--- src/rtl/fibo_datapath.sv ---
// Fibonacci calculator datapath: 4-entry register file, 3-bit ALU, zero flag and result capture.
// Optional macro FIBO_SAT_EN: saturating ADD plus sticky overflow flag (ovf tied low otherwise).
module fibo_datapath #(
  parameter int W = 8
) (
  input  logic         clk,
  input  logic         rst,
  input  logic         start,
  input  logic [W-1:0] data_in,
  input  logic         load_data,
  input  logic         wrt_en,
  input  logic [1:0]   wrt_addr,
  input  logic [1:0]   rd_addr1,
  input  logic [1:0]   rd_addr2,
  input  logic [2:0]   alu_opcode,
  input  logic         done,
  output logic         zero_flag,
  output logic [W-1:0] result,
  output logic         result_valid,
  output logic         ovf
);

  logic [W-1:0] rf_reg [4];
  logic [W-1:0] op_a;
  logic [W-1:0] op_b;
  logic [W-1:0] alu_y;
  logic [W-1:0] wr_data;
  logic [3:0]   wr_sel;
  logic         zero_flag_reg;
  logic [W-1:0] result_reg;
  logic         result_valid_reg;

  assign op_a = rf_reg[rd_addr1];
  assign op_b = rf_reg[rd_addr2];

`ifdef FIBO_SAT_EN
  logic [W:0] add_ext;
  logic       add_carry;
  assign add_ext   = {1'b0, op_a} + {1'b0, op_b};
  assign add_carry = add_ext[W];
`endif

  always_comb begin
    alu_y = '0;
    case (alu_opcode)
      3'b000: alu_y = op_a;
`ifdef FIBO_SAT_EN
      3'b001: alu_y = add_carry ? {W{1'b1}} : add_ext[W-1:0];
`else
      3'b001: alu_y = op_a + op_b;
`endif
      3'b010: alu_y = op_a - op_b;
      3'b011: alu_y = op_a - 1'b1;
      3'b100: alu_y = op_a + 1'b1;
      3'b101: alu_y = op_a & op_b;
      3'b110: alu_y = op_a | op_b;
      3'b111: alu_y = '0;
      default: alu_y = '0;
    endcase
  end

  assign wr_data = load_data ? data_in : alu_y;

  // One-hot write decode; reads see the pre-edge contents, so read-during-write returns old data.
  generate
    for (genvar gi = 0; gi < 4; gi++) begin : g_wr_sel
      assign wr_sel[gi] = wrt_en && (wrt_addr == 2'(gi));
    end
  endgenerate

  always_ff @(posedge clk or posedge rst) begin
    if (rst) begin
      for (int i = 0; i < 4; i++) rf_reg[i] <= '0;
    end else begin
      for (int i = 0; i < 4; i++) begin
        if (wr_sel[i]) rf_reg[i] <= wr_data;
      end
    end
  end

  always_ff @(posedge clk or posedge rst) begin
    if (rst) begin
      zero_flag_reg    <= 1'b0;
      result_reg       <= '0;
      result_valid_reg <= 1'b0;
    end else begin
      if (wrt_en) zero_flag_reg <= (wr_data == '0);
      // done has priority over start so a coincident pair still delivers a result
      if (done) begin
        result_reg       <= op_a;
        result_valid_reg <= 1'b1;
      end else if (start) begin
        result_valid_reg <= 1'b0;
      end
    end
  end

`ifdef FIBO_SAT_EN
  logic ovf_reg;
  always_ff @(posedge clk or posedge rst) begin
    if (rst) begin
      ovf_reg <= 1'b0;
    end else begin
      if (start && !done) ovf_reg <= 1'b0;
      if (wrt_en && !load_data && (alu_opcode == 3'b001) && add_carry) ovf_reg <= 1'b1;
    end
  end
  assign ovf = ovf_reg;
`else
  assign ovf = 1'b0;
`endif

  assign zero_flag    = zero_flag_reg;
  assign result       = result_reg;
  assign result_valid = result_valid_reg;

endmodule

--- config.mk ---
export PLATFORM = sky130hd
export DESIGN_NAME = fibo_datapath
export DESIGN_NICKNAME = d
export VERILOG_FILES = /design/src/rtl/fibo_datapath.sv
export SDC_FILE = /design/constraint.sdc
export NUM_CORES = 1
export LEC_CHECK = 0
export CAP_MARGIN = 20
export CORE_MARGIN = 4
export CORE_UTILIZATION = 30
export DETAILED_ROUTE_END_ITERATION = 10
export GPL_ROUTABILITY_DRIVEN = 0
export MAX_ROUTING_LAYER = met4
export PLACE_DENSITY_LB_ADDON = 0.3
export SLEW_MARGIN = 20
export SYNTH_ARGS = -nofsm -noshare
export SYNTH_HDL_FRONTEND = slang
export SYNTH_SLANG_ARGS = --single-unit
--- constraint.sdc ---
create_clock -name clk -period 6.5 [get_ports clk]
set_input_delay 1.3 -clock clk [delete_from_list [all_inputs] [get_ports clk]]
set_output_delay 1.3 -clock clk [all_outputs]
set_load 0.01 [all_outputs]
==> reports/qor.txt <==
========================================================================================
Result of the run                                                           finished, final reports clean
Post-Syn Nets                                                                        341
Min-delay worst type                                                             reg2reg
Reported leakage power                                                           1.41 nW
Top-Level Pins                                                                        34
Main area contributors after synthesis                                      dfrtp_1 36%, o21ai_0 8.5%, mux4_2 8.4%, nand2_1 5.6%, a21oi_1 3.9%
Drt via density                                                                     5.21
Overall power of the completed layout                                            1.05 mW
Share of post-route cells with drive strength above 1                              11.1%
Die outline width                                                            107 microns
Vias after detailed routing                                                         2411
Initial core utilization                                                           31.4%
Worst clock skew                                                              0.00808 ns
Placed wire-length estimate                                                 5850 microns
GRT Overall Usage                                                                  13.7%
Post-route cell area                                                          3430 sq um
Level count of the clock H-tree                                                        2
Area leader, netlist                                                             dfrtp_1
Root buffer cell                                                                clkbuf_8
Overflow after GRT                                                                     0
Worst-Margin Slew                                                               0.753 ns
Core area                                                                     9420 sq um
Area Overhead vs Synth                                                             16.1%
Count of flip-flops with a built-in enable after synthesis                             0
Post-cts repair resize count                                                           0
Total die area                                                               11500 sq um
DR pass1 iterations                                                                    4
Initial antenna violation count                                                        0
Normalized max-slew margin                                                         49.6%
Cell Rows                                                                             35
Clock latency on the worst-skew pair                                             0.29 ns
Fraction of the yosys area taken by sequential cells                               35.5%
Count of clock tree sinks                                                             42
Clock Path Buffers                                                                     2
Gate count after technology mapping                                                  309
Final hold viol count                                                                  0
TritonCTS clock tree                                                                 yes
Vert. Die Dim                                                                107 microns
Total negative slack for setup checks                                               0 ns
Top FF cell, synth                                                               dfrtp_1
Number of flip-flops and latches in the synthesized netlist                           42
Nature of the critical path startpoint                                        input port
Vias in the first global route                                                      2299
# port buffers                                                                        32
Portion of the clock cycle consumed by the worst path in the final layout          81.0%
Yosys warns                                                                            0
TritonCTS buffer count                                                                 5
Maximum number of pins on one net before global-route repair                          43
Total of max-cap violations                                                            0
Mean instance size in the synthesized netlist                                 9.57 sq um
Post-Syn Area                                                                 2960 sq um
Power Density                                                                306 nW/um^2
Time the final worst path needs with I/O delays and setup                        5.26 ns
Number of nets in the final layout                                                   365
Drt wl/cell                                                                 16.1 microns
Arrival time reported for the critical path endpoint                             5.45 ns
Global-route wire length before repair                                      12100 microns
1st-iter DRT viols                                                                    94
Maximum fanout encountered on the critical timing path                                 8
Area fraction of the dominant cell type after synthesis                            35.5%
DRC violation count after routing                                                      0
Ant. Diodes                                                                            0
Max IR drop VDD                                                                 0.114 mV
Fraction of synthesis flops using an asynchronous set or reset pin                  100%
Most common cell in the netlist                                                  o21ai_0
Routed WL                                                                   7430 microns
Hold_buf cts                                                                           0
Post-detailed-placement cell area                                             3340 sq um
Achievable Freq                                                                  190 MHz
Clock-pin slew of the registers on the worst-case setup and hold paths           0.08 ns
Yosys cell types                                                                      60
Setup repair bufs after CTS                                                            0
Max reg flops                                                                         32
Setup repair after global routing missed its margin                                false
Most frequent cells after synthesis                                         50 x o21ai_0, 44 x nand2_1, 42 x dfrtp_1
Final setup violation count                                                            0
Final Max Slew Viols                                                                   0
Type of the worst setup path                                                      in2reg
Antenna Nets Post-Route                                                                0
Endpoint class of the critical path                                            flip-flop
CP Data Required Time                                                            6.69 ns
========================================================================================
-- metrics by stage --
| step | hold WS, ns | setup WS (ns) | cells | util (%) |
|---|---|---|---|---|
| after floorplan | 0.458 | 2.06 | 309 | - |
| after global placement | 0.463 | 0.997 | 455 | 35.5 |
| after detailed placement | 0.468 | 0.954 | 455 | 35.5 |
| after CTS | 0.486 | 1.26 | 463 | 36.5 |
| after global routing | 0.488 | 0.951 | 463 | 36.5 |
| final | 0.482 | 1.24 | 463 | 36.5 |
-- path summary, 6_finish.rpt --
kind	start	to	slack, ns	cells after the start
worst min-delay path	result_valid$_DFFE_PP0P_	result_valid$_DFFE_PP0P_	0.48	1
worst min register to register	result_valid$_DFFE_PP0P_	result_valid$_DFFE_PP0P_	0.48	1
worst max-delay path	rd_addr2[0]	zero_flag$_DFFE_PP0P_	1.24	14
worst max register to register	rf_reg[19]$_DFFE_PP0P_	zero_flag$_DFFE_PP0P_	2.71	13
min in group asynchronous	rst	result[4]$_DFFE_PP0P_	1.43	3
max in group asynchronous	rst	rf_reg[7]$_DFFE_PP0P_	4.71	3
-- kinds of logic after synthesis --
logic type                 after synthesis  synth area share, %
other                                    1                0.127
buffers and inverters                   27                 5.04
AOI/OAI and AO/OA                      102                 20.1
xor gates and xnor gates                 6                 1.78
adders and majority gates                9                 4.06
and+or+nand+nor                         92                 15.9
DFF                                     42                 35.5
muxes                                   30                 17.4
-- worst max-delay path: stages --
cell	delay, ns
clkdlybuf4s50_1	0.76
mux4_1	0.75
or4_4	0.51
o211ai_1	0.18
o31ai_1	0.10
a211oi_1	0.28
ha_1	0.31
a21oi_1	0.16
o21ai_0	0.13
xnor2_1	0.15
o21ai_0	0.13
o21ai_0	0.22
and3_1	0.24
a41o_1	0.23
-- final cells by class --
cell class / count / area (sq um)
tap: 129 / 161
timing repair buffer: 34 / 335
clock inverter: 1 / 5.00
multi-input combinational: 240 / 1760
sequential: 42 / 1050
clock buffer: 7 / 86.3
fill: 931 / 5980
inverter: 10 / 37.5
-- layer usage --
metal | up-vias | share of wire [%] | GRT usage, %
met4 | 0 | 0.91 | 3.20
met5 | - | 0 | -
met2 | 40 | 50 | 22.7
met3 | 6 | 3.0 | 1.68
met1 | 1166 | 46 | 18.1
li1 | 1199 | - | -
-- cell usage in the layout, fill, tap and decap left out, types with 2 or more instances in the layout --
cell	instances
nor2b_1	7
nand2_1	44
o21bai_1	2
a21o_1	3
nor3_1	3
ha_1	8
dfrtp_1	42
xor2_1	3
a21oi_1	23
o22ai_1	2
o21ai_0	50
clkdlybuf4s50_1	32
nor2_1	10
mux4_1	4
nand2b_1	3
inv_1	9
mux2_2	9
nand3b_1	2
a211oi_1	4
a311oi_1	3
buf_4	2
nand3_1	8
o211ai_1	3
xnor2_1	3
clkbuf_8	6
mux4_2	11
mux2i_1	6
-- where the power goes --
part / switching (mW) / internal [mW] / leakage, nW
combinational: 0.269 / 0.229 / 0.830
clock: 0.0845 / 0.0856 / 0.0482
sequential: 0.0515 / 0.332 / 0.529
total: 0.405 / 0.647 / 1.41
Power figures use the tool's default switching activity.
==> RTL change, RTL diff (same flow settings) <==
The parameter `W` goes from 8 to 10.
--- a/src/rtl/fibo_datapath.sv
+++ b/src/rtl/fibo_datapath.sv
@@ -2,5 +2,5 @@
 // Optional macro FIBO_SAT_EN: saturating ADD plus sticky overflow flag (ovf tied low otherwise).
 module fibo_datapath #(
-  parameter int W = 8
+  parameter int W = 10
 ) (
   input  logic         clk,
Ports: changed (resized data_in and result); port bits go from 34 to 38. The function was not compared with the original's and may differ.
==> RTL change against the unedited design <==
  * Sequential cell count up 10
  * Hold slack got worse by 2.0 ps
  * Design area increased by 28%
  * Final cell count rose by 21%
  * Worst setup slack lost 340 ps
  * Critical endpoint unchanged
  * Routed wire length grew 35%
  * Via count is 29% higher
  * Synthesized cell count is 24% higher
  * Largest cell class unchanged
  * Area after synthesis up 25%
  * Sequential power grew 29%
  * Total power increased by 49%
==> RTL change: results (changes against the unedited design) <==
* XOR/XNOR share of the synthesized area at 0.712% (-1.1 points)
* Hold WS at 480 ps (-2.01 ps)
* Avg Inst Size Synth at 9.66 um2 (+0.92%)
* Vias per inst at 5.55 (+6.5%)
* # port buffers at 36 (+13%)
* Synthesized-area fraction occupied by adder cells at 3.93% (-0.13 points)
* Minimum clock period at 5600 ps (+336 ps)
* PD cells at 357 nW/um2 (+16%)
* Top post-synthesis cells by count: nand2_1, dfrtp_1, o21ai_0
* Placed cell count at 552 (+21%)
* Hpwl dp at 7.65 mm (+31%)
* Initial drt markers at 121 (+29%)
* WP data arrival at 5780 ps (+330 ps)
* Post-DR wirelength/cell at 18.0 um (+12%)
* Outcome: finished, final reports clean
* Mapped Nets at 418 (+23%)
* Total track usage at 15.0% (+1.3 points)
* Filler cells at 1209 (+30%)
* Crit path max fanout at 6 (-2)
* Sequential share of the synthesized area at 35.3% (-0.27 points)
* Max incr delay on CP at 710 ps (-50 ps)
* Global-route wire length before repair at 16.4 mm (+36%)
* Synth Area in Compound Gates at 20.0% (-0.13 points)
* Clk_skew at 4.42 ps (-3.65 ps)
* Worst R2R Start: rf_reg[0]$_DFFE_PP0P_
## RTL change: changes by cell type after synthesis, sizes merged, moves of 4 or more
cell | unedited run | this run
a21oi | 23 | 16
a21o | 3 | 7
a32oi | 0 | 4
nor2 | 10 | 18
nand3 | 9 | 14
nand2b | 3 | 7
clkbuf | 9 | 16
mux4 | 15 | 20
dfrtp | 42 | 52
nor2b | 7 | 2
mux2 | 9 | 22
nand2 | 44 | 57
## RTL change: cell type report
type	count	share of cell area, %
multi-input cells	297	51.3
clock buffers	7	3.48
repair buffers	44	9.59
inverters	12	1.06
flip-flops and latches	52	29.7
clock inverters	1	0.685
well taps	147	4.20
## RTL change: metal layers
metal | up-vias | track usage, % | share of wire (%)
met4 | 0 | 3.48 | 0.81
met2 | 48 | 25.4 | 52
met3 | 7 | 1.52 | 2.5
met1 | 1567 | 19.5 | 45
met5 | - | - | 0
li1 | 1484 | - | -
## RTL change: power breakdown
part,internal [mW],switching [mW]
logic,0.346,0.401
registers,0.429,0.0678
clock network,0.203,0.116
total,0.978,0.585
